**config.mk**
```make
export PLATFORM = sky130hd
export DESIGN_NAME = pulse_period_meter_flat
export DESIGN_NICKNAME = d
export VERILOG_FILES = /design/src/rtl/pulse_period_meter_if.sv /design/src/rtl/pulse_period_meter.sv /design/src/flat_wrapper.sv
export SDC_FILE = /design/constraint.sdc
export NUM_CORES = 1
export LEC_CHECK = 0
export ABC_AREA = 1
export BUFFER_PORTS_ARGS = -buffer_cell sky130_fd_sc_hd__buf_2
export CORE_AREA = 4 4 130 132
export CTS_CLUSTER_SIZE = 16
export DETAILED_ROUTE_END_ITERATION = 16
export DIE_AREA = 0 0 134 136
export PLACE_DENSITY_LB_ADDON = 0.2
export SYNTH_ARGS = -nofsm -noshare
export SYNTH_HDL_FRONTEND = slang
export SYNTH_SLANG_ARGS = --single-unit
```
**constraint.sdc**
```tcl
create_clock -name clk_i -period 2.2 [get_ports clk_i]
set_input_delay 0.44 -clock clk_i [delete_from_list [all_inputs] [get_ports clk_i]]
set_output_delay 0.44 -clock clk_i [all_outputs]
set_load 0.03 [all_outputs]
```
**src/rtl/pulse_period_meter_if.sv**
```systemverilog
// Measurement result bundle from pulse_period_meter to the register interface.
// Master drives the results; slave observes them.
interface pulse_period_meter_if #(
   parameter int CW = 32
);
   logic [CW-1:0] period_o;
   logic [CW-1:0] high_o;
   logic          valid_o;
   logic          timeout_o;
   logic          level_o;

   modport master (
      output period_o,
      output high_o,
      output valid_o,
      output timeout_o,
      output level_o
   );

   modport slave (
      input period_o,
      input high_o,
      input valid_o,
      input timeout_o,
      input level_o
   );
endinterface

```
**src/rtl/pulse_period_meter.sv**
```systemverilog
// Measures period and high time of an asynchronous pulse train in clk_i cycles, with stall timeout.
// Results update two edges after sig_i is sampled high; no backpressure, valid_o is a one-cycle strobe.
module pulse_period_meter #(
   parameter int          CW      = 32,
   parameter int unsigned TIMEOUT = 1000000
) (
   input  logic                 clk_i,
   input  logic                 reset,
   input  logic                 sig_i,
   pulse_period_meter_if.master mon
);

   if ((TIMEOUT < 2) || (64'(TIMEOUT) >= ((64'd1 << CW) - 64'd1))) begin : g_bad_timeout
      $error("pulse_period_meter: TIMEOUT must satisfy 2 <= TIMEOUT < 2**CW - 1");
   end

   localparam logic [CW-1:0] TO = CW'(TIMEOUT);

   typedef enum logic {
      ARM = 1'b0,
      RUN = 1'b1
   } state_t;

   state_t        r_state;
   logic          r_s1;
   logic          r_s2;
   logic          r_s3;
   logic [CW-1:0] r_cnt;
   logic [CW-1:0] r_hcnt;
   logic [CW-1:0] r_hhold;
   logic [CW-1:0] r_period;
   logic [CW-1:0] r_high;
   logic          r_valid;
   logic          r_timeout;

   logic w_rise;
   logic w_fall;

   assign w_rise = r_s2 & ~r_s3;
   assign w_fall = ~r_s2 & r_s3;

   always_ff @(posedge clk_i or negedge reset) begin
      if (!reset) begin
         r_state   <= ARM;
         r_s1      <= 1'b0;
         r_s2      <= 1'b0;
         r_s3      <= 1'b0;
         r_cnt     <= '0;
         r_hcnt    <= '0;
         r_hhold   <= '0;
         r_period  <= '0;
         r_high    <= '0;
         r_valid   <= 1'b0;
         r_timeout <= 1'b0;
      end else begin
         r_s1    <= sig_i;
         r_s2    <= r_s1;
         r_s3    <= r_s2;
         r_valid <= 1'b0;

         // Both counters saturate at TIMEOUT so a stalled line can never wrap them.
         if (w_rise) begin
            r_cnt  <= CW'(1);
            r_hcnt <= CW'(1);
         end else begin
            if (r_cnt != TO) begin
               r_cnt <= r_cnt + CW'(1);
            end
            if (r_hcnt != TO) begin
               r_hcnt <= r_hcnt + CW'(1);
            end
         end

         case (r_state)
            ARM: begin
               if (w_rise) begin
                  r_hhold <= '0;
                  r_state <= RUN;
               end
            end
            RUN: begin
               // A rise landing on the saturation cycle is still a valid period.
               if (w_rise) begin
                  r_period  <= r_cnt;
                  r_high    <= r_hhold;
                  r_valid   <= 1'b1;
                  r_timeout <= 1'b0;
                  r_hhold   <= '0;
               end else if (r_cnt == TO) begin
                  r_period  <= '0;
                  r_high    <= '0;
                  r_valid   <= 1'b1;
                  r_timeout <= 1'b1;
                  r_state   <= ARM;
               end else if (w_fall) begin
                  r_hhold <= r_hcnt;
               end
            end
         endcase
      end
   end

   assign mon.period_o  = r_period;
   assign mon.high_o    = r_high;
   assign mon.valid_o   = r_valid;
   assign mon.timeout_o = r_timeout;
   assign mon.level_o   = r_s2;

endmodule

```
**src/flat_wrapper.sv**
```systemverilog
// flat-port wrapper written by rule: the top's interface ports become plain ports
module pulse_period_meter_flat 
#(
   parameter int          CW      = 32,
   parameter int unsigned TIMEOUT = 1000000
)
  (clk_i, reset, sig_i, mon_period_o, mon_high_o, mon_valid_o, mon_timeout_o, mon_level_o);
  pulse_period_meter_if #(.CW(CW)) mon_i ();
  input  logic clk_i;
  input  logic reset;
  input  logic sig_i;
  output wire logic [$bits(mon_i.period_o)-1:0] mon_period_o;
  output wire logic [$bits(mon_i.high_o)-1:0] mon_high_o;
  output wire logic [$bits(mon_i.valid_o)-1:0] mon_valid_o;
  output wire logic [$bits(mon_i.timeout_o)-1:0] mon_timeout_o;
  output wire logic [$bits(mon_i.level_o)-1:0] mon_level_o;
  assign mon_period_o = mon_i.period_o;
  assign mon_high_o = mon_i.high_o;
  assign mon_valid_o = mon_i.valid_o;
  assign mon_timeout_o = mon_i.timeout_o;
  assign mon_level_o = mon_i.level_o;
  pulse_period_meter #(.CW(CW), .TIMEOUT(TIMEOUT)) u_core (.clk_i(clk_i), .reset(reset), .sig_i(sig_i), .mon(mon_i));
endmodule
```
==> results_dict.tcl <==
set metrics [dict create \
    outcome "finished, final reports clean" \
    die_w_um 134 \
    cts_tree "built" \
    drv_cap 0 \
    drt_wl_total_um 18600 \
    num_vias 6464 \
    p_int_uw 5250 \
    setup_viol 0 \
    async_flop_share_pct 100 \
    p_seq_share_pct 47.0 \
    ys_top_cells_by_count "nand2_1 (282), dfrtp_1 (166), nor2_1 (126), nand3_1 (88), inv_1 (85)" \
    dp_hpwl_um 13100 \
    p_comb_share_pct 11.0 \
    syn_area_sq_um 7730 \
    post-synth-top-count-cell "nand2_1" \
    clk_latency_ps 430 \
    postSynthCellCount 966 \
    p_leak_uw 0.00457 \
    grt_pass1_wl_um 31500 \
    fin_cells 1265 \
    swShare_pct 26.3 \
    worstPathRequired_ps 2510 \
    syn2layout_area_growth_pct 15.7 \
    fmax_mhz 539 \
    crit_end "u_core.r_hcnt[22]" \
    relSlewSlack_pct 64.1 \
    rr_endpoint "u_core.r_hcnt[22]" \
    numPlacedInstances 1232 \
    period_needed_ps 1850 \
    critPathLaunchType "flop" \
    drtIter0Drc 584 \
    rows 46 \
    ys.flop_type "dfrtp_1" \
    post_cts_buffers 0 \
    crit_fanout 7 \
    dieHeight_um 136 \
    n_antenna_cell 0 \
    grt.overflow.total 0 \
    route.detailed.drc 0 \
    whs_ps 121 \
    detail_route.wl_per_cell_um 14.7 \
    grt_use_total_pct 21.5 \
    cts_buffer_depth 2 \
    syn-num-nets 974 \
    grt_max_degree 68 \
    start_util_pct 49.2 \
    ys_ff_latch 166 \
    ff2ff_path_depth 10 \
    post_cts_resized 0 \
    yosys.area.top_type "dfrtp_1" \
    powerDensity_nw_per_um2 797 \
    ioPinCount 70 \
    crit_path_frequent_cell "nand2_1" \
    postRouteAntennaNets 0 \
    vias_per_cell 5.11 \
    yosysWarnings 0 \
    final-hold-violation-count 0 \
    num-nets-final 1044 \
    r2r-start "u_core.r_hcnt[1]" \
    slowest_delay_ps 390 \
    min_path_type "in2reg" \
    post-route-util_pct 56.9 \
    cts.sinks 166 \
    grt_pass1_vias 6226 \
    synth.area.top_cells "dfrtp_1 (54%), nand2_1 (14%), nor2_1 (6.1%), nand3_1 (5.7%), inv_1 (4.1%)" \
    yosysTopAreaCellShare_pct 53.7 \
    drive_gt1_share_pct 13.3 \
    regToRegSetupSlack_ps 350 \
    p_sw_uw 1870 \
    worstMarginPinSlew_ps 537 \
    slowest_stage "dfrtp_1" \
    crit_start "u_core.r_hcnt[1]" \
    postSynthAreaPerCell_sq_um 8.00 \
    gp_congestion 0.899 \
    critical_path_class "reg2reg" \
    cts_hold_buffers 1 \
    fin_crit_sh_pct 84.3 \
    coreArea_sq_um 15700 \
    cts_made_buffers 17 \
    io_buffer_count 69 \
    cp_data_arrival_time_ps 2160 \
    finalMaxSlewViolations 0 \
    synth.distinct_cells 24 \
    die-area_sq_um 18200 \
    root_buffer "clkbuf_16" \
    ir_worst_vdd_uv 588 \
    clkTransAtPathRegs_ps 60 \
    critical_path.cell_chain "ha_1 -> nand2_1 -> inv_1 -> nand2_1 -> inv_1 -> nand2_1 -> nor2_2 -> nand2_1 -> o21ai_0 -> nor2_1" \
    htreeDepth 4 \
    synth_seq_area_share_pct 53.7 \
    synth_edf_count 0 \
    drt_pre_antenna_iters 5 \
    endpoint_kind "flop" \
    power.share.clock_pct 42.0 \
    tns_ps 0 \
    antenna_found_initial 0 \
    fin_worst_skew_ps 8.39 \
    rsz0062_at_grt "no" \
]
sequential cells by signal, summed over array words and instances (netlist names):
signal and cells:
u_core.mon.level_o 1, u_core.r_s1 1, u_core.mon.period_o 32, u_core.mon.timeout_o 1, u_core.r_hhold 32, u_core.r_s3 1, u_core.r_state 1, u_core.r_cnt 32
u_core.mon.high_o 32, u_core.r_hcnt 32, u_core.mon.valid_o 1
per-layer routing:
metal	part of all wire [%]	vias up	global-route usage [%]	wire length [um]
met5	0	-	0	0
met4	1.2	0	5.89	223
met3	3.8	17	3.74	713
met2	46	129	33.4	8510
met1	49	3094	31.4	9150
li1	-	3224	-	-
power groups by stage:
stage / registers [uW] / clock network, uW / logic (uW)
2_1_floorplan: 3500 / 0 / 402
3_3_place_gp: 3390 / 0 / 785
3_5_place_dp: 3400 / 0 / 794
4_1_cts: 3340 / 3040 / 799
5_1_grt: 3370 / 3170 / 878
6_report: 3350 / 3000 / 782
worst min-delay path by stage:
| stage | end | cells past startpoint | startpoint | slack, ps |
|---|---|---|---|---|
| 6_report | u_core.r_s1 | 1 | sig_i | 120 |
| 3_5_place_dp | u_core.mon.level_o | 0 | u_core.r_s1 | 340 |
| 4_1_cts | u_core.r_s1 | 1 | sig_i | 100 |
| 3_3_place_gp | u_core.mon.level_o | 0 | u_core.r_s1 | 330 |
| 2_1_floorplan | u_core.mon.high_o[0] | 0 | reset | 140 |
| 5_1_grt | u_core.r_s1 | 1 | sig_i | 110 |
stage by stage:
step / worst slack (ps) / power, uW / cell area, sq um
after global placement: 386 / 4180 / 8340
final: 346 / 7120 / 8940
after floorplan: 543 / 3900 / 7730
after detailed placement: 357 / 4190 / 8340
after global routing: 162 / 7410 / 8940
after CTS: 345 / 7180 / 8940
kinds of logic after synthesis:
group | count (synthesis) | share of synthesized area, %
simple gates | 560 | 30.4
fa+ha+maj | 5 | 0.809
xor+xnor | 20 | 2.27
buf+inv | 121 | 6.67
compound gates | 94 | 6.17
flops | 166 | 53.7
critical path: cells and delay by family, from the launching register on:
| family | cells | cell delay, ps |
|---|---|---|
| AND/OR/NAND/NOR | 6 | 770 |
| flip-flops | 1 | 390 |
| buffers and inverters | 2 | 210 |
| AO/OA/AOI/OAI | 1 | 190 |
| adder cells (fa/ha/maj) | 1 | 180 |
layout by cell type, fill, tap and decap left out, drive strengths merged, types with 2 or more instances in the layout:
cell type,count
a21oi,32
buf,86
bufinv,2
clkbuf,23
clkinv,6
dfrtp,166
ha,5
inv,85
nand2,296
nand3,89
nand4,13
nor2,131
nor3,30
o21ai,59
xor2,20
layout make-up:
type	count	area, sq um
Multi-Input combinational cell	679	3070
Timing Repair Buffer	87	539
Sequential cell	166	4150
Inverter	85	319
Clock inverter	9	97.6
Clock buffer	23	498
Tap cell	216	270
Fill cell	1498	6770
Power figures use the tool's default switching activity.
